<file path="src/rtl/mem_stage.sv">
`default_nettype none
// ============================================================================
// Module   : mem_stage
// Purpose  : Memory-access pipeline stage. Registers the EXE->MEM bus,
//            performs at most one data-memory load/store per instruction
//            over a req/ack handshake, aligns/extends load data and
//            presents a registered MEM->WB bus under valid/ready.
//            Non-memory instructions pass through with one cycle latency.
// Ports    : clk, resetn (async active-low)
//            EXE_MEM_BUS[109:0] {through[15:0], alu_data, out_data, pc[29:0]}
//            in_valid / in_ready      upstream handshake
//            MEM_WB_BUS[72:0] {spare[4:0], wb_en, wb_reg[4:0], result, pc}
//            out_valid / out_ready    downstream handshake
//            dm_req/dm_we/dm_addr/dm_be/dm_wdata/dm_rdata/dm_ack  data memory
//            adel/ades (one-cycle fault pulses), badvaddr (faulting address)
// Revision : 1.0  initial release
// ============================================================================
module mem_stage (
  input  logic         clk,
  input  logic         resetn,
  input  logic [109:0] EXE_MEM_BUS,
  input  logic         in_valid,
  output logic         in_ready,
  output logic [72:0]  MEM_WB_BUS,
  output logic         out_valid,
  input  logic         out_ready,
  output logic         dm_req,
  output logic         dm_we,
  output logic [29:0]  dm_addr,
  output logic [3:0]   dm_be,
  output logic [31:0]  dm_wdata,
  input  logic [31:0]  dm_rdata,
  input  logic         dm_ack,
  output logic         adel,
  output logic         ades,
  output logic [31:0]  badvaddr
);

  typedef enum logic [1:0] {
    IDLE = 2'd0,
    REQ  = 2'd1,
    DONE = 2'd2
  } state_t;

  state_t state, state_nxt;

  // Incoming bus fields
  logic [15:0] in_through;
  logic [31:0] in_alu;
  logic [31:0] in_data;
  logic [29:0] in_pc;
  assign in_through = EXE_MEM_BUS[109:94];
  assign in_alu     = EXE_MEM_BUS[93:62];
  assign in_data    = EXE_MEM_BUS[61:30];
  assign in_pc      = EXE_MEM_BUS[29:0];

  logic       in_mem_en, in_we;
  logic [1:0] in_size;
  assign in_mem_en = in_through[15];
  assign in_we     = in_through[14];
  assign in_size   = in_through[13:12];

  logic in_aligned;
  always_comb begin
    in_aligned = 1'b1;
    case (in_size)
      2'b00:   in_aligned = 1'b1;
      2'b01:   in_aligned = ~in_alu[0];
      default: in_aligned = (in_alu[1:0] == 2'b00);
    endcase
  end

  // Store lane placement for the incoming instruction
  logic [3:0]  st_be;
  logic [31:0] st_wdata;
  always_comb begin
    st_be    = 4'b1111;
    st_wdata = in_data;
    case (in_size)
      2'b00: begin
        st_be    = 4'b0001 << in_alu[1:0];
        st_wdata = {4{in_data[7:0]}};
      end
      2'b01: begin
        st_be    = in_alu[1] ? 4'b1100 : 4'b0011;
        st_wdata = {2{in_data[15:0]}};
      end
      default: begin
        st_be    = 4'b1111;
        st_wdata = in_data;
      end
    endcase
  end

  // Handshake and event decode
  logic accept, take_alu, take_mem, take_fault, complete;
  assign in_ready   = (state == IDLE) | ((state == DONE) & out_ready);
  assign accept     = in_valid & in_ready;
  assign take_alu   = accept & ~in_mem_en;
  assign take_mem   = accept &  in_mem_en &  in_aligned;
  assign take_fault = accept &  in_mem_en & ~in_aligned;
  assign complete   = (state == REQ) & dm_ack;

  assign dm_req    = (state == REQ);
  assign out_valid = (state == DONE);

  // State register
  always_ff @(posedge clk or negedge resetn) begin
    if (!resetn) state <= IDLE;
    else         state <= state_nxt;
  end

  // Next-state logic
  always_comb begin
    state_nxt = state;
    case (state)
      IDLE:    state_nxt = IDLE;
      REQ:     if (dm_ack) state_nxt = DONE;
      DONE:    if (out_ready) state_nxt = IDLE;
      default: state_nxt = IDLE;
    endcase
    // A new instruction overrides the default transition; a misaligned
    // access is dropped and leaves the stage empty.
    if (accept) begin
      if (!in_mem_en)     state_nxt = DONE;
      else if (in_aligned) state_nxt = REQ;
      else                state_nxt = IDLE;
    end
  end

  // Instruction held while the memory access is outstanding
  logic        we_q, uns_q, wb_en_q;
  logic [1:0]  size_q, alo_q;
  logic [4:0]  wb_reg_q, spare_q;
  logic [29:0] pc_q;
  logic [31:0] data_q;

  // Load alignment and extension
  logic [7:0]  ld_byte;
  logic [15:0] ld_half;
  logic [31:0] ld_result, result;
  always_comb begin
    ld_byte = dm_rdata[7:0];
    case (alo_q)
      2'd0: ld_byte = dm_rdata[7:0];
      2'd1: ld_byte = dm_rdata[15:8];
      2'd2: ld_byte = dm_rdata[23:16];
      2'd3: ld_byte = dm_rdata[31:24];
      default: ld_byte = dm_rdata[7:0];
    endcase
    ld_half = alo_q[1] ? dm_rdata[31:16] : dm_rdata[15:0];
    case (size_q)
      2'b00:   ld_result = {{24{~uns_q & ld_byte[7]}}, ld_byte};
      2'b01:   ld_result = {{16{~uns_q & ld_half[15]}}, ld_half};
      default: ld_result = dm_rdata;
    endcase
    result = we_q ? data_q : ld_result;
  end

  // Datapath registers
  always_ff @(posedge clk or negedge resetn) begin
    if (!resetn) begin
      MEM_WB_BUS <= '0;
      dm_we      <= 1'b0;
      dm_addr    <= '0;
      dm_be      <= '0;
      dm_wdata   <= '0;
      adel       <= 1'b0;
      ades       <= 1'b0;
      badvaddr   <= '0;
      we_q       <= 1'b0;
      uns_q      <= 1'b0;
      wb_en_q    <= 1'b0;
      size_q     <= '0;
      alo_q      <= '0;
      wb_reg_q   <= '0;
      spare_q    <= '0;
      pc_q       <= '0;
      data_q     <= '0;
    end else begin
      adel <= 1'b0;
      ades <= 1'b0;
      if (take_alu)
        MEM_WB_BUS <= {in_through[4:0], in_through[10], in_through[9:5], in_data, in_pc};
      if (take_mem) begin
        we_q     <= in_we;
        uns_q    <= in_through[11];
        wb_en_q  <= in_through[10];
        size_q   <= in_size;
        alo_q    <= in_alu[1:0];
        wb_reg_q <= in_through[9:5];
        spare_q  <= in_through[4:0];
        pc_q     <= in_pc;
        data_q   <= in_data;
        dm_we    <= in_we;
        dm_addr  <= in_alu[31:2];
        dm_be    <= in_we ? st_be : 4'b1111;
        dm_wdata <= st_wdata;
      end
      if (take_fault) begin
        adel     <= ~in_we;
        ades     <=  in_we;
        badvaddr <= in_alu;
      end
      if (complete)
        MEM_WB_BUS <= {spare_q, wb_en_q, wb_reg_q, result, pc_q};
    end
  end

endmodule
`default_nettype wire
</file>
<file path="config.mk">
export PLATFORM = sky130hd
export DESIGN_NAME = mem_stage
export DESIGN_NICKNAME = d
export VERILOG_FILES = /design/src/rtl/mem_stage.sv
export SDC_FILE = /design/constraint.sdc
export NUM_CORES = 1
export LEC_CHECK = 0
export ABC_AREA = 1
export BUFFER_PORTS_ARGS = -buffer_cell sky130_fd_sc_hd__buf_2
export CORE_AREA = 2 2 144 146
export CTS_CLUSTER_DIAMETER = 120
export CTS_CLUSTER_SIZE = 40
export DETAILED_ROUTE_END_ITERATION = 6
export DIE_AREA = 0 0 146 148
export PLACE_DENSITY = 0.91
export SLEW_MARGIN = 40
export SYNTH_ARGS = -nofsm -noshare
export SYNTH_HDL_FRONTEND = slang
export SYNTH_SLANG_ARGS = --single-unit
</file>
<file path="constraint.sdc">
create_clock -name clk -period 3 [get_ports clk]
set_input_delay 0.3 -clock clk [delete_from_list [all_inputs] [get_ports clk]]
set_output_delay 0.3 -clock clk [all_outputs]
set_load 0.05 [all_outputs]
</file>
==> results of run 1 <==
[cell type report]
class / count / area share, %
Sequential cell: 246 / 46.84
Multi-Input combinational cell: 881 / 30.55
Timing Repair Buffer: 347 / 14.19
Inverter: 121 / 3.494
Tap cell: 270 / 2.570
Clock buffer: 11 / 2.094
Clock inverter: 1 / 0.2285
Antenna cell: 2 / 0.03808
[worst max-delay path by stage]
stage | to | depth (start not counted)
after floorplan | MEM_WB_BUS[11]$_DFFE_PN0P_ | 10
after global placement | dm_addr[22]$_DFFE_PN0P_ | 8
after detailed placement | MEM_WB_BUS[65]$_DFFE_PN0P_ | 9
after CTS | MEM_WB_BUS[65]$_DFFE_PN0P_ | 9
after global routing | MEM_WB_BUS[32]$_DFFE_PN0P_ | 7
final | MEM_WB_BUS[65]$_DFFE_PN0P_ | 9
[worst reg2reg max path, stage by stage, from the launching register on]
cell,delay [ps]
sky130_fd_sc_hd__dfrtp_1,450
sky130_fd_sc_hd__a21oi_2,190
sky130_fd_sc_hd__nand2_2,130
sky130_fd_sc_hd__nor2_4,100
sky130_fd_sc_hd__buf_4,260
sky130_fd_sc_hd__inv_2,90
sky130_fd_sc_hd__nand2_4,70
sky130_fd_sc_hd__buf_4,470
sky130_fd_sc_hd__nor2_1,100
sky130_fd_sc_hd__a31oi_1,180
[synth_stat cells, types with 3 or more instances]
library cell               number
sky130_fd_sc_hd__o21ai_0      126
sky130_fd_sc_hd__inv_1        117
sky130_fd_sc_hd__buf_2         36
sky130_fd_sc_hd__o22ai_1        8
sky130_fd_sc_hd__clkbuf_1      42
sky130_fd_sc_hd__buf_4         12
sky130_fd_sc_hd__o21ai_1      113
sky130_fd_sc_hd__a22o_1         7
sky130_fd_sc_hd__a31oi_1       18
sky130_fd_sc_hd__o211ai_1       9
sky130_fd_sc_hd__a22oi_1        6
sky130_fd_sc_hd__nand3_1       47
sky130_fd_sc_hd__inv_2          3
sky130_fd_sc_hd__nand2_1      358
sky130_fd_sc_hd__a21oi_1       81
sky130_fd_sc_hd__dfrtp_1      246
sky130_fd_sc_hd__nor2_1        93
[state kept, by name, summed over array words and instances (netlist names)]
register / count
size_q: 2
alo_q: 2
adel: 1
dm_addr: 30
we_q: 1
wb_en_q: 1
dm_be: 4
state: 2
uns_q: 1
wb_reg_q: 5
MEM_WB_BUS: 73
pc_q: 30
ades: 1
dm_wdata: 32
badvaddr: 32
spare_q: 5
data_q: 24
[power groups by stage]
stage / clock network [uW] / registers [uW] / logic, uW
5_1_grt: 1850 / 4940 / 5790
4_1_cts: 1740 / 4820 / 5440
2_1_floorplan: 0 / 7130 / 1700
3_3_place_gp: 0 / 4840 / 5320
6_report: 1700 / 4830 / 5440
3_5_place_dp: 0 / 4870 / 5430
[logic make-up after synthesis]
group | Yosys count | synth area share (%)
flops | 246 | 55.59
mux | 1 | 0.09040
compound gates | 373 | 17.86
simple gates | 507 | 18.21
buf+inv | 215 | 8.237
[metal layers]
layer	vias up	GRT usage (%)	share of wire, %
met3	76	7.191	9.9
met2	542	49.10	48
li1	4861	-	-
met4	4	10.29	3.2
met5	-	0	0.084
met1	4814	37.97	39
[stage by stage]
stage	std cells	setup slack, ps	hold slack [ps]	utilization (%)	total power (uW)
floorplan	1342	958.0	4.409	-	8829
global placement	1862	1069	342.3	63.89	10160
detailed placement	1862	961.7	348.8	63.89	10300
CTS	1877	922.6	5.869	65.56	12000
global route	1877	599.6	8.085	65.56	12590
finish	1879	889.4	19.82	65.58	11980
==> impl_results.html, run 1 <==
<table>
<tr><th>Metric</th><th>Value</th></tr>
<tr><th colspan="2">Pwr</th></tr>
<tr><td>Fraction of power consumed by sequential logic</td><td>40.3%</td></tr>
<tr><td>Switching fraction of total power</td><td>48.18%</td></tr>
<tr><td>Power density over the cells</td><td>911.2 nW/um^2</td></tr>
<tr><td>Clock Power Share</td><td>14.2%</td></tr>
<tr><td>Gate power share</td><td>45.5%</td></tr>
<tr><td>Maximum ir drop on the vdd rail</td><td>762.4 uV</td></tr>
<tr><td>Leakage power summed over all cells</td><td>0.006978 uW</td></tr>
<tr><td>Net switching component of the power</td><td>5770 uW</td></tr>
<tr><td>Internal cell power</td><td>6205 uW</td></tr>
<tr><th colspan="2">Clocking</th></tr>
<tr><td>H-tree lvl count</td><td>1</td></tr>
<tr><td>Count of instances resized after the clock tree is built</td><td>0</td></tr>
<tr><td>Clock slew at the register clock pins of the worst setup and hold paths</td><td>140 ps</td></tr>
<tr><td>Maximum count of clock buffers along a single path</td><td>3</td></tr>
<tr><td>Cell chosen for the clock root</td><td>sky130_fd_sc_hd__clkbuf_16</td></tr>
<tr><td>Worst-skew pair later-pin latency</td><td>510 ps</td></tr>
<tr><td>Clock buffer count from CTS</td><td>10</td></tr>
<tr><td>Post-CTS setup buffers</td><td>0</td></tr>
<tr><td>TritonCTS Sinks</td><td>246</td></tr>
<tr><td>TritonCTS clock tree</td><td>built</td></tr>
<tr><td>Hold-fix buffers, CTS</td><td>3</td></tr>
<tr><th colspan="2">Synth</th></tr>
<tr><td>Synth area leaders</td><td>sky130_fd_sc_hd__dfrtp_1 (56%), sky130_fd_sc_hd__nand2_1 (12%), sky130_fd_sc_hd__o21ai_0 (5.7%)</td></tr>
<tr><td>Count of distinct cell types in the synthesized netlist</td><td>30</td></tr>
<tr><td>Cell type with the highest aggregate area in the netlist</td><td>sky130_fd_sc_hd__dfrtp_1</td></tr>
<tr><td>Number of instances in the synthesized netlist</td><td>1,342</td></tr>
<tr><td>Warnings from Yosys</td><td>0</td></tr>
<tr><td>Fraction of synthesis flops using an asynchronous set or reset pin</td><td>100.0%</td></tr>
<tr><td>Mapped Area</td><td>11,070 um^2</td></tr>
<tr><td>Sequential area share after synthesis</td><td>55.59%</td></tr>
<tr><td>Total nets after synthesis</td><td>1,489</td></tr>
<tr><td>Post-synth EDFFs</td><td>0</td></tr>
<tr><td>Average size of a mapped cell</td><td>8.251 um^2</td></tr>
<tr><td>Prevailing post-synth register cell</td><td>sky130_fd_sc_hd__dfrtp_1</td></tr>
<tr><td>Share of the synthesized area in the top cell type</td><td>55.59%</td></tr>
<tr><td>Number of flip-flops and latches in the synthesized netlist</td><td>246</td></tr>
<tr><th colspan="2">Critical path</th></tr>
<tr><td>Largest stage delay, worst path</td><td>470 ps</td></tr>
<tr><td>Crit-path leading delay family</td><td>buffers and inverters</td></tr>
<tr><td>CP startpoint kind</td><td>flop</td></tr>
<tr><td>Arr. time, crit path</td><td>2530 ps</td></tr>
<tr><td>Crit path capture type</td><td>flop</td></tr>
<tr><td>Crit path buffers/inverters</td><td>3</td></tr>
<tr><td>Critical path launch point</td><td>state[1]$_DFFE_PN0P_</td></tr>
<tr><td>Worst R2R Start</td><td>state[1]$_DFFE_PN0P_</td></tr>
<tr><td>Endpoint of the worst-slack reg-to-reg timing path</td><td>MEM_WB_BUS[65]$_DFFE_PN0P_</td></tr>
<tr><td>Cell repeated most along the worst path</td><td>sky130_fd_sc_hd__buf_4</td></tr>
<tr><td>Worst setup path category</td><td>flop to flop</td></tr>
<tr><td>Critical-path cell list</td><td>a21oi_2 &gt; nand2_2 &gt; nor2_4 &gt; buf_4 &gt; inv_2 &gt; nand2_4 &gt; buf_4 &gt; nor2_1 &gt; a31oi_1</td></tr>
<tr><td>R2r setup slk</td><td>890 ps</td></tr>
<tr><td>Count of cells along the worst register-to-register path</td><td>9</td></tr>
<tr><td>Data required time at the worst endpoint</td><td>3420 ps</td></tr>
<tr><td>Maximum net fanout on the critical path</td><td>53</td></tr>
<tr><td>Standard cell with the maximum stage delay on the critical path</td><td>sky130_fd_sc_hd__buf_4</td></tr>
<tr><th colspan="2">STA</th></tr>
<tr><td>Peak clock frequency supported by timing</td><td>473.8 MHz</td></tr>
<tr><td>Final critical delay including setup and external delays</td><td>2111 ps</td></tr>
<tr><td>Setup repair after global routing missed its margin</td><td>false</td></tr>
<tr><td>Final Slew Violations</td><td>0</td></tr>
<tr><td>Final setup violation count</td><td>0</td></tr>
<tr><td>Max-Slew Margin vs Limit</td><td>53.62%</td></tr>
<tr><td>Slew of the pin with the lowest slew margin</td><td>695.7 ps</td></tr>
<tr><td>Ratio of final minimum period to clock period</td><td>70.35%</td></tr>
<tr><td>Final Skew</td><td>76.42 ps</td></tr>
<tr><td>Final hold viol count</td><td>0</td></tr>
<tr><td>Aggregate negative setup slack</td><td>0 ps</td></tr>
<tr><th colspan="2">Global route</th></tr>
<tr><td>Global route overflow</td><td>0</td></tr>
<tr><td>First-pass GRT wire length</td><td>51,030 um</td></tr>
<tr><td>Maximum number of pins on one net before global-route repair</td><td>87</td></tr>
<tr><td>Number of global-route vias before repair</td><td>9,752</td></tr>
<tr><td>Antenna violations before repair</td><td>4</td></tr>
<tr><td>GRT Overall Usage</td><td>29.44%</td></tr>
<tr><th colspan="2">Worst hold path</th></tr>
<tr><td>Tightest Hold Check Type</td><td>input port to flop</td></tr>
<tr><td>Number of cells on the worst hold path</td><td>3</td></tr>
<tr><td>Startpoint of the lowest-slack hold path</td><td>EXE_MEM_BUS[24]</td></tr>
<tr><td>End of the worst hold path</td><td>pc_q[24]$_DFFE_PN0P_</td></tr>
<tr><th colspan="2">Die</th></tr>
<tr><td>Standard-cell rows</td><td>52</td></tr>
<tr><td>Initial cell density of the core</td><td>55.26%</td></tr>
<tr><td>X dimension of the die</td><td>146 um</td></tr>
<tr><td>Top-level I/O count</td><td>324</td></tr>
<tr><td>Placeable Area</td><td>20,040 um^2</td></tr>
<tr><td>Die Outline Area</td><td>21,610 um^2</td></tr>
<tr><td>Height of the chip</td><td>148 um</td></tr>
<tr><th colspan="2">Placed design</th></tr>
<tr><td>Area after detailed placement</td><td>12,800 um^2</td></tr>
<tr><td>Routability congestion estimate</td><td>0.9453</td></tr>
<tr><td>Count of input and output buffers</td><td>323</td></tr>
<tr><td>Post-DP HPWL</td><td>23,680 um</td></tr>
<tr><th colspan="2">Route</th></tr>
<tr><td>DR DRC count</td><td>0</td></tr>
<tr><td>TritonRoute pass-1 iters</td><td>6</td></tr>
<tr><td>DR vias</td><td>10,297</td></tr>
<tr><td>Iter 0 DRT Violations</td><td>1,006</td></tr>
<tr><td>Detailed-route vias per instance</td><td>5.480</td></tr>
<tr><td>DRT antenna net count</td><td>0</td></tr>
<tr><td>Wire per inst</td><td>17.05 um</td></tr>
<tr><td>Routed wire length</td><td>32,050 um</td></tr>
<tr><th colspan="2">Layout</th></tr>
<tr><td>Commonest cells after routing, fill and taps aside</td><td>sky130_fd_sc_hd__nand2_1 (358), sky130_fd_sc_hd__buf_2 (322), sky130_fd_sc_hd__dfrtp_1 (246)</td></tr>
<tr><td>Net total in the final layout</td><td>1,754</td></tr>
<tr><td>Layout Area Growth over Synthesis</td><td>18.69%</td></tr>
<tr><td>Sequential cell area</td><td>6156 um^2</td></tr>
<tr><td>Number of fill cells in the layout</td><td>1,661</td></tr>
<tr><td>Most common cell after layout, fill and taps aside</td><td>sky130_fd_sc_hd__nand2_1</td></tr>
<tr><td>Ratio of cells with drive above 1 in the final layout</td><td>23.09%</td></tr>
<tr><td>Final instance area</td><td>13,140 um^2</td></tr>
<tr><td>Total area of multi-input combinational cells</td><td>4015 um^2</td></tr>
<tr><th colspan="2">Flow run</th></tr>
<tr><td>Maximum capacitance violations</td><td>0</td></tr>
<tr><th colspan="2">Run status</th></tr>
<tr><td>Status</td><td>finished clean</td></tr>
</table>
No activity file was read; power rests on OpenSTA's default activity.
==> inputs of run 2 (changes only) <==
CORE_AREA = 2 2 157 159   (was 2 2 144 146)
DIE_AREA = 0 0 159 161   (was 0 0 146 148)
PLACE_DENSITY = 0.82   (was 0.91)
clock period = 1.9 ns   (was 3 ns; I/O delays follow)
==> impl_results.html, run 2 (same netlist as run 1, synthesis figures left out) <==
<table>
<tr><th>Metric</th><th>Value</th></tr>
<tr><th colspan="2">Critical path</th></tr>
<tr><td>Crit path capture type</td><td>primary output</td></tr>
<tr><td>Data required time at the worst endpoint</td><td>1710 ps (-1710 ps)</td></tr>
<tr><td>R2r setup slk</td><td>130 ps (-760 ps)</td></tr>
<tr><td>Arr. time, crit path</td><td>1590 ps (-940 ps)</td></tr>
<tr><td>Maximum net fanout on the critical path</td><td>29 (-45%)</td></tr>
<tr><td>Endpoint of the worst-slack reg-to-reg timing path</td><td>badvaddr[22]$_DFFE_PN0N_</td></tr>
<tr><td>Worst setup path category</td><td>flop to primary output</td></tr>
<tr><td>Worst R2R Start</td><td>state[1]$_DFFE_PN0P_</td></tr>
<tr><td>Count of cells along the worst register-to-register path</td><td>6 (-3)</td></tr>
<tr><td>CP startpoint kind</td><td>flop</td></tr>
<tr><th colspan="2">STA</th></tr>
<tr><td>Max-Slew Margin vs Limit</td><td>60.34% (+6.7 points)</td></tr>
<tr><td>Final critical delay including setup and external delays</td><td>1783 ps</td></tr>
<tr><td>PnR worst setup slack</td><td>116.9 ps (-772.5 ps)</td></tr>
<tr><td>Final Slew Violations</td><td>0 (unchanged)</td></tr>
<tr><td>Ratio of final minimum period to clock period</td><td>93.85%</td></tr>
<tr><td>Final setup violation count</td><td>0 (unchanged)</td></tr>
<tr><td>Aggregate negative setup slack</td><td>0 ps (unchanged)</td></tr>
<tr><td>Slew of the pin with the lowest slew margin</td><td>594.9 ps (-100.7 ps)</td></tr>
<tr><td>Final Skew</td><td>44.83 ps (-31.59 ps)</td></tr>
<tr><td>Peak clock frequency supported by timing</td><td>560.8 MHz</td></tr>
<tr><td>Setup repair after global routing missed its margin</td><td>false</td></tr>
<tr><td>Final hold viol count</td><td>0 (unchanged)</td></tr>
<tr><th colspan="2">Clocking</th></tr>
<tr><td>Maximum count of clock buffers along a single path</td><td>3 (unchanged)</td></tr>
<tr><td>Clock buffer count from CTS</td><td>10 (unchanged)</td></tr>
<tr><td>H-tree lvl count</td><td>1 (unchanged)</td></tr>
<tr><td>Cell chosen for the clock root</td><td>sky130_fd_sc_hd__clkbuf_16</td></tr>
<tr><td>TritonCTS clock tree</td><td>built</td></tr>
<tr><td>Worst-skew pair later-pin latency</td><td>500 ps (about the same)</td></tr>
<tr><td>Clock slew at the register clock pins of the worst setup and hold paths</td><td>150 ps (about the same)</td></tr>
<tr><td>TritonCTS Sinks</td><td>246 (unchanged)</td></tr>
<tr><th colspan="2">Global route</th></tr>
<tr><td>Number of global-route vias before repair</td><td>10,358 (+6.2%)</td></tr>
<tr><td>Global-route met3 utilization</td><td>6.061% (-1.1 points)</td></tr>
<tr><td>First-pass GRT wire length</td><td>54,370 um (+6.6%)</td></tr>
<tr><td>Routing usage on met2</td><td>41.62% (-7.5 points)</td></tr>
<tr><td>Maximum number of pins on one net before global-route repair</td><td>70 (-20%)</td></tr>
<tr><td>Most used routing layer in global routing</td><td>met2</td></tr>
<tr><td>GRT Overall Usage</td><td>26.25% (-3.2 points)</td></tr>
<tr><td>Antenna violations before repair</td><td>3 (-1)</td></tr>
<tr><td>Global route overflow</td><td>0 (unchanged)</td></tr>
<tr><td>Global routing met1 resource utilization</td><td>34.87% (-3.1 points)</td></tr>
<tr><th colspan="2">Layout</th></tr>
<tr><td>Number of fill cells in the layout</td><td>2,086 (+26%)</td></tr>
<tr><td>Net total in the final layout</td><td>1,865 (+6.3%)</td></tr>
<tr><td>Number of flip-flops in the largest register</td><td>73 (unchanged)</td></tr>
<tr><td>Ratio of cells with drive above 1 in the final layout</td><td>22.62% (-0.47 points)</td></tr>
<tr><td>Most common cell after layout, fill and taps aside</td><td>sky130_fd_sc_hd__nand2_1</td></tr>
<tr><td>Largest registers in the final layout</td><td>MEM_WB_BUS: 73 flops, badvaddr: 32 flops, dm_wdata: 32 flops</td></tr>
<tr><td>Register bank with the most flops</td><td>MEM_WB_BUS</td></tr>
<tr><td>Total area of multi-input combinational cells</td><td>4035 um^2 (+0.50%)</td></tr>
<tr><td>Layout Area Growth over Synthesis</td><td>29.99%</td></tr>
<tr><td>Commonest cells after routing, fill and taps aside</td><td>sky130_fd_sc_hd__nand2_1 (358), sky130_fd_sc_hd__buf_2 (321), sky130_fd_sc_hd__dfrtp_1 (246)</td></tr>
<tr><td>Sequential cell area</td><td>6156 um^2 (unchanged)</td></tr>
<tr><th colspan="2">Die</th></tr>
<tr><td>Initial cell density of the core</td><td>46.21% (-9.0 points)</td></tr>
<tr><td>X dimension of the die</td><td>159 um (+8.9%)</td></tr>
<tr><td>Placeable Area</td><td>23,960 um^2 (+20%)</td></tr>
<tr><td>Height of the chip</td><td>161 um (+8.8%)</td></tr>
<tr><td>Standard-cell rows</td><td>57 (+9.6%)</td></tr>
<tr><td>Top-level I/O count</td><td>324 (unchanged)</td></tr>
<tr><td>Die Outline Area</td><td>25,600 um^2 (+18%)</td></tr>
<tr><th colspan="2">Route</th></tr>
<tr><td>DRT antenna net count</td><td>0 (unchanged)</td></tr>
<tr><td>Detailed-route vias per instance</td><td>5.212 (-4.9%)</td></tr>
<tr><td>Routed wire length</td><td>34,150 um (+6.6%)</td></tr>
<tr><td>TritonRoute pass-1 iters</td><td>6 (unchanged)</td></tr>
<tr><td>DR DRC count</td><td>0 (unchanged)</td></tr>
<tr><td>Wire per inst</td><td>16.68 um (-2.2%)</td></tr>
<tr><td>DR vias</td><td>10,669 (+3.6%)</td></tr>
<tr><td>Iter 0 DRT Violations</td><td>1,162 (+16%)</td></tr>
<tr><th colspan="2">Worst hold path</th></tr>
<tr><td>Startpoint of the lowest-slack hold path</td><td>EXE_MEM_BUS[44]</td></tr>
<tr><td>Number of cells on the worst hold path</td><td>3 (unchanged)</td></tr>
<tr><td>Tightest Hold Check Type</td><td>input port to flop</td></tr>
<tr><td>End of the worst hold path</td><td>dm_wdata[14]$_DFFE_PN0P_</td></tr>
<tr><th colspan="2">Pwr</th></tr>
<tr><td>Power density over the cells</td><td>1341 nW/um^2 (+47%)</td></tr>
<tr><td>Leakage power summed over all cells</td><td>0.007488 uW (+7.3%)</td></tr>
<tr><td>Maximum ir drop on the vdd rail</td><td>972.1 uV (+28%)</td></tr>
<tr><th colspan="2">Placed design</th></tr>
<tr><td>Count of input and output buffers</td><td>323 (unchanged)</td></tr>
<tr><td>Setup Slack @ Placement</td><td>124.0 ps (-837.7 ps)</td></tr>
<tr><td>Post-DP HPWL</td><td>23,480 um (-0.86%)</td></tr>
<tr><td>Routability congestion estimate</td><td>0.8826 (-6.6%)</td></tr>
<tr><th colspan="2">Flow run</th></tr>
<tr><td>Maximum capacitance violations</td><td>0 (unchanged)</td></tr>
<tr><th colspan="2">Run status</th></tr>
<tr><td>Status</td><td>finished clean</td></tr>
</table>
==> run 2: worst max path at each step <==
stage / start / to / cells after the start
3_5_place_dp: size_q[1]$_DFFE_PN0P_ / MEM_WB_BUS[36]$_DFFE_PN0P_ / 9
4_1_cts: state[0]$_DFFE_PN0P_ / MEM_WB_BUS[1]$_DFFE_PN0P_ / 7
2_1_floorplan: state[1]$_DFFE_PN0P_ / MEM_WB_BUS[11]$_DFFE_PN0P_ / 10
6_report: we_q$_DFFE_PN0P_ / dm_we / 2
3_3_place_gp: size_q[1]$_DFFE_PN0P_ / MEM_WB_BUS[36]$_DFFE_PN0P_ / 9
5_1_grt: state[1]$_DFFE_PN0P_ / badvaddr[22]$_DFFE_PN0N_ / 6
==> run 2: final cells by class <==
type | instances | area share, %
Inverter | 121 | 3.208
Tap cell | 324 | 2.816
Antenna cell | 3 | 0.05216
Timing Repair Buffer | 458 | 20.91
Multi-Input combinational cell | 881 | 28.03
Clock buffer | 12 | 1.938
Clock inverter | 2 | 0.2695
Sequential cell | 246 | 42.77
==> run 2: stage by stage <==
step / hold slack, ps / util [%] / cell area [um^2] / std cells / power (uW)
floorplan: -105.6 / - / 11080 / 1342 / 13950
global placement: 173.5 / 54.34 / 13020 / 1927 / 16180
detailed placement: 180.4 / 54.34 / 13020 / 1927 / 16370
CTS: 0.9589 / 59.84 / 14340 / 2040 / 19270
global route: 15.11 / 60.06 / 14390 / 2046 / 20310
finish: 18.45 / 60.07 / 14390 / 2047 / 19300
==> run 2: power by group <==
group          switching [uW]  internal (uW)  leakage, uW
logic                    6740           2200      0.00434
clock network            1640           1100     0.000153
registers                 877           6740      0.00300
==> run 2: timing repair <==
item,in CTS,in global routing
endpoints found under the hold margin,201,0
hold buffers,99,0
gates cloned,0,0
gates resized for setup,3,5
buffers inserted,0,4
setup endpoints to repair,1,37
==> run 2: metal layers <==
layer	up-vias	routed length, um
met2	546	15790
met1	4967	13720
li1	5070	-
met3	86	3126
met4	0	1509
met5	-	0
==> run 2: worst max-delay path, stage by stage (launching register included) <==
cell                      delay (ps)
sky130_fd_sc_hd__dfrtp_1         420
sky130_fd_sc_hd__buf_4           330
sky130_fd_sc_hd__buf_2           330
==> inputs of run 3 (changes only) <==
CTS_BUF_LIST = sky130_fd_sc_hd__clkbuf_16   (was not set)
==> impl_results.html, run 3 (same netlist as run 1, synthesis figures left out) <==
<table>
<tr><th>Metric</th><th>Value</th></tr>
<tr><th colspan="2">Worst hold path</th></tr>
<tr><td>Startpoint of the lowest-slack hold path</td><td>EXE_MEM_BUS[44]</td></tr>
<tr><td>Tightest Hold Check Type</td><td>input port to flop</td></tr>
<tr><td>End of the worst hold path</td><td>dm_wdata[14]$_DFFE_PN0P_</td></tr>
<tr><td>Number of cells on the worst hold path</td><td>3 (unchanged)</td></tr>
<tr><th colspan="2">STA</th></tr>
<tr><td>Ratio of final minimum period to clock period</td><td>93.73% (-0.12 points)</td></tr>
<tr><td>Slew of the pin with the lowest slew margin</td><td>607.6 ps (+12.70 ps)</td></tr>
<tr><td>Final hold viol count</td><td>0 (unchanged)</td></tr>
<tr><td>Peak clock frequency supported by timing</td><td>561.5 MHz (+0.12%)</td></tr>
<tr><td>Setup repair after global routing missed its margin</td><td>false</td></tr>
<tr><td>Final Skew</td><td>45.93 ps (+1.098 ps)</td></tr>
<tr><td>PnR worst setup slack</td><td>119.1 ps (+2.204 ps)</td></tr>
<tr><td>Aggregate negative setup slack</td><td>0 ps (unchanged)</td></tr>
<tr><td>Max-Slew Margin vs Limit</td><td>59.49% (-0.85 points)</td></tr>
<tr><td>Final Slew Violations</td><td>0 (unchanged)</td></tr>
<tr><td>Final setup violation count</td><td>0 (unchanged)</td></tr>
<tr><td>Final critical delay including setup and external delays</td><td>1781 ps (-2.204 ps)</td></tr>
<tr><th colspan="2">Route</th></tr>
<tr><td>DR vias</td><td>10,711 (+0.39%)</td></tr>
<tr><td>DR DRC count</td><td>0 (unchanged)</td></tr>
<tr><td>Iter 0 DRT Violations</td><td>1,095 (-5.8%)</td></tr>
<tr><td>TritonRoute pass-1 iters</td><td>6 (unchanged)</td></tr>
<tr><td>Wire per inst</td><td>16.68 um (about the same)</td></tr>
<tr><td>DRT antenna net count</td><td>0 (unchanged)</td></tr>
<tr><td>Detailed-route vias per instance</td><td>5.233 (+0.39%)</td></tr>
<tr><td>Routed wire length</td><td>34,140 um (about the same)</td></tr>
<tr><th colspan="2">Global route</th></tr>
<tr><td>First-pass GRT wire length</td><td>54,370 um (unchanged)</td></tr>
<tr><td>Global route overflow</td><td>0 (unchanged)</td></tr>
<tr><td>Maximum number of pins on one net before global-route repair</td><td>70 (unchanged)</td></tr>
<tr><td>GRT Overall Usage</td><td>26.25% (unchanged)</td></tr>
<tr><td>Antenna violations before repair</td><td>3 (unchanged)</td></tr>
<tr><td>Number of global-route vias before repair</td><td>10,358 (unchanged)</td></tr>
<tr><th colspan="2">Critical path</th></tr>
<tr><td>Count of cells along the worst register-to-register path</td><td>6 (unchanged)</td></tr>
<tr><td>CP startpoint kind</td><td>flop</td></tr>
<tr><td>Crit path capture type</td><td>flop</td></tr>
<tr><td>Crit path buffers/inverters</td><td>2 (unchanged)</td></tr>
<tr><td>Worst setup path category</td><td>flop to flop</td></tr>
<tr><td>Critical path launch point</td><td>state[1]$_DFFE_PN0P_</td></tr>
<tr><td>Worst R2R Start</td><td>state[1]$_DFFE_PN0P_</td></tr>
<tr><td>Crit-path leading delay family</td><td>buffers and inverters</td></tr>
<tr><td>Critical-path cell list</td><td>a21oi_4 &gt; nand2_2 &gt; inv_1 &gt; nand3_2 &gt; buf_4 &gt; o21ai_0</td></tr>
<tr><td>R2r setup slk</td><td>120 ps (about the same)</td></tr>
<tr><td>Arr. time, crit path</td><td>2100 ps (+510 ps)</td></tr>
<tr><td>Largest stage delay, worst path</td><td>480 ps (+60 ps)</td></tr>
<tr><td>Maximum net fanout on the critical path</td><td>66 (+130%)</td></tr>
<tr><td>Standard cell with the maximum stage delay on the critical path</td><td>sky130_fd_sc_hd__dfrtp_1</td></tr>
<tr><td>Data required time at the worst endpoint</td><td>2220 ps (+510 ps)</td></tr>
<tr><td>Endpoint of the worst-slack reg-to-reg timing path</td><td>badvaddr[22]$_DFFE_PN0N_</td></tr>
<tr><th colspan="2">Die</th></tr>
<tr><td>Height of the chip</td><td>161 um (unchanged)</td></tr>
<tr><td>X dimension of the die</td><td>159 um (unchanged)</td></tr>
<tr><td>Placeable Area</td><td>23,960 um^2 (unchanged)</td></tr>
<tr><td>Die Outline Area</td><td>25,600 um^2 (unchanged)</td></tr>
<tr><td>Top-level I/O count</td><td>324 (unchanged)</td></tr>
<tr><td>Initial cell density of the core</td><td>46.21% (unchanged)</td></tr>
<tr><td>Standard-cell rows</td><td>57 (unchanged)</td></tr>
<tr><th colspan="2">Clocking</th></tr>
<tr><td>Clock buffer count from CTS</td><td>10 (unchanged)</td></tr>
<tr><td>Maximum count of clock buffers along a single path</td><td>3 (unchanged)</td></tr>
<tr><td>H-tree lvl count</td><td>1 (unchanged)</td></tr>
<tr><td>TritonCTS clock tree</td><td>built</td></tr>
<tr><td>Worst-skew pair later-pin latency</td><td>500 ps (about the same)</td></tr>
<tr><td>Clock slew at the register clock pins of the worst setup and hold paths</td><td>140 ps (about the same)</td></tr>
<tr><td>Cell chosen for the clock root</td><td>sky130_fd_sc_hd__clkbuf_16</td></tr>
<tr><td>TritonCTS Sinks</td><td>246 (unchanged)</td></tr>
<tr><th colspan="2">Layout</th></tr>
<tr><td>Fraction of the core area covered by cells at the end of the flow</td><td>60.07% (unchanged)</td></tr>
<tr><td>Register bank with the most flops</td><td>MEM_WB_BUS</td></tr>
<tr><td>Layout Area Growth over Synthesis</td><td>29.99% (unchanged)</td></tr>
<tr><td>Number of fill cells in the layout</td><td>2,086 (unchanged)</td></tr>
<tr><td>Most common cell after layout, fill and taps aside</td><td>sky130_fd_sc_hd__nand2_1</td></tr>
<tr><td>Largest registers in the final layout</td><td>MEM_WB_BUS: 73 flops, badvaddr: 32 flops, dm_wdata: 32 flops</td></tr>
<tr><td>Commonest cells after routing, fill and taps aside</td><td>sky130_fd_sc_hd__nand2_1 (358), sky130_fd_sc_hd__buf_2 (321), sky130_fd_sc_hd__dfrtp_1 (246)</td></tr>
<tr><td>Ratio of cells with drive above 1 in the final layout</td><td>22.62% (unchanged)</td></tr>
<tr><td>Net total in the final layout</td><td>1,865 (unchanged)</td></tr>
<tr><td>Number of flip-flops in the largest register</td><td>73 (unchanged)</td></tr>
<tr><th colspan="2">Pwr</th></tr>
<tr><td>Maximum ir drop on the vdd rail</td><td>972.1 uV (about the same)</td></tr>
<tr><td>Power density over the cells</td><td>1341 nW/um^2 (about the same)</td></tr>
<tr><td>Pwr Total</td><td>19,300 uW (about the same)</td></tr>
<tr><td>Leakage power summed over all cells</td><td>0.007492 uW (about the same)</td></tr>
<tr><th colspan="2">Placed design</th></tr>
<tr><td>Post-DP HPWL</td><td>23,480 um (unchanged)</td></tr>
<tr><td>Routability congestion estimate</td><td>0.8826 (unchanged)</td></tr>
<tr><td>Setup Slack @ Placement</td><td>124.0 ps (unchanged)</td></tr>
<tr><td>Count of input and output buffers</td><td>323 (unchanged)</td></tr>
<tr><th colspan="2">Flow run</th></tr>
<tr><td>Maximum capacitance violations</td><td>0 (unchanged)</td></tr>
<tr><th colspan="2">Run status</th></tr>
<tr><td>Status</td><td>finished clean</td></tr>
</table>
==> run 3: cell types whose count changed in the layout (fill, tap and decap cells not counted), sizes merged <==
cell,previous run,this run
inv,121,122
clkbuf,12,11
==> run 3: metal layers <==
| layer | vias up | wire (um) | track usage [%] |
|---|---|---|---|
| met2 | 579 | 15750 | 41.62 |
| met4 | 0 | 1570 | 11.36 |
| met1 | 4969 | 13710 | 34.87 |
| li1 | 5072 | - | - |
| met3 | 91 | 3102 | 6.061 |
| met5 | - | 0 | 0 |
==> run 3: power breakdown <==
part | internal, uW | switching (uW)
registers | 6740 | 876
logic | 2200 | 6750
clock network | 1100 | 1640
==> run 3: per-stage QoR <==
step	instance area (um^2)	cells	hold WS, ps
2_1_floorplan	11080	1342	-105.6
3_3_place_gp	13020	1927	173.5
3_5_place_dp	13020	1927	180.4
5_1_grt	14390	2046	15.11
4_1_cts	14340	2040	0.9589
6_report	14390	2047	13.14
==> run 3: how the worst max path moves through the flow <==
| stage | endpoint | depth (start not counted) |
|---|---|---|
| 2_1_floorplan | MEM_WB_BUS[11]$_DFFE_PN0P_ | 10 |
| 3_3_place_gp | MEM_WB_BUS[36]$_DFFE_PN0P_ | 9 |
| 3_5_place_dp | MEM_WB_BUS[36]$_DFFE_PN0P_ | 9 |
| 4_1_cts | MEM_WB_BUS[1]$_DFFE_PN0P_ | 7 |
| 5_1_grt | badvaddr[22]$_DFFE_PN0N_ | 6 |
| 6_report | badvaddr[22]$_DFFE_PN0N_ | 6 |
==> run 3: layout make-up <==
type                            instances  area, um^2  share of cell area [%]
Antenna cell                            3       7.507                 0.05216
Clock buffer                           11       275.3                   1.912
Timing Repair Buffer                  458        3010                   20.91
Tap cell                              324       405.4                   2.816
Clock inverter                          3       42.54                  0.2955
Multi-Input combinational cell        881        4035                   28.03
Inverter                              121       461.7                   3.208
Sequential cell                       246        6156                   42.77
==> run 3: repair_timing <==
action / in CTS / in global routing
endpoints found under the hold margin: 201 / 0
endpoints found under the setup margin: 1 / 37
hold buffers: 99 / 0
buffers inserted: 0 / 4
resized for setup: 3 / 5
==> run 3: worst min-delay path: stages <==
cell and delay, ps:
sky130_fd_sc_hd__buf_2 90, sky130_fd_sc_hd__a21oi_1 70, sky130_fd_sc_hd__o21ai_1 120
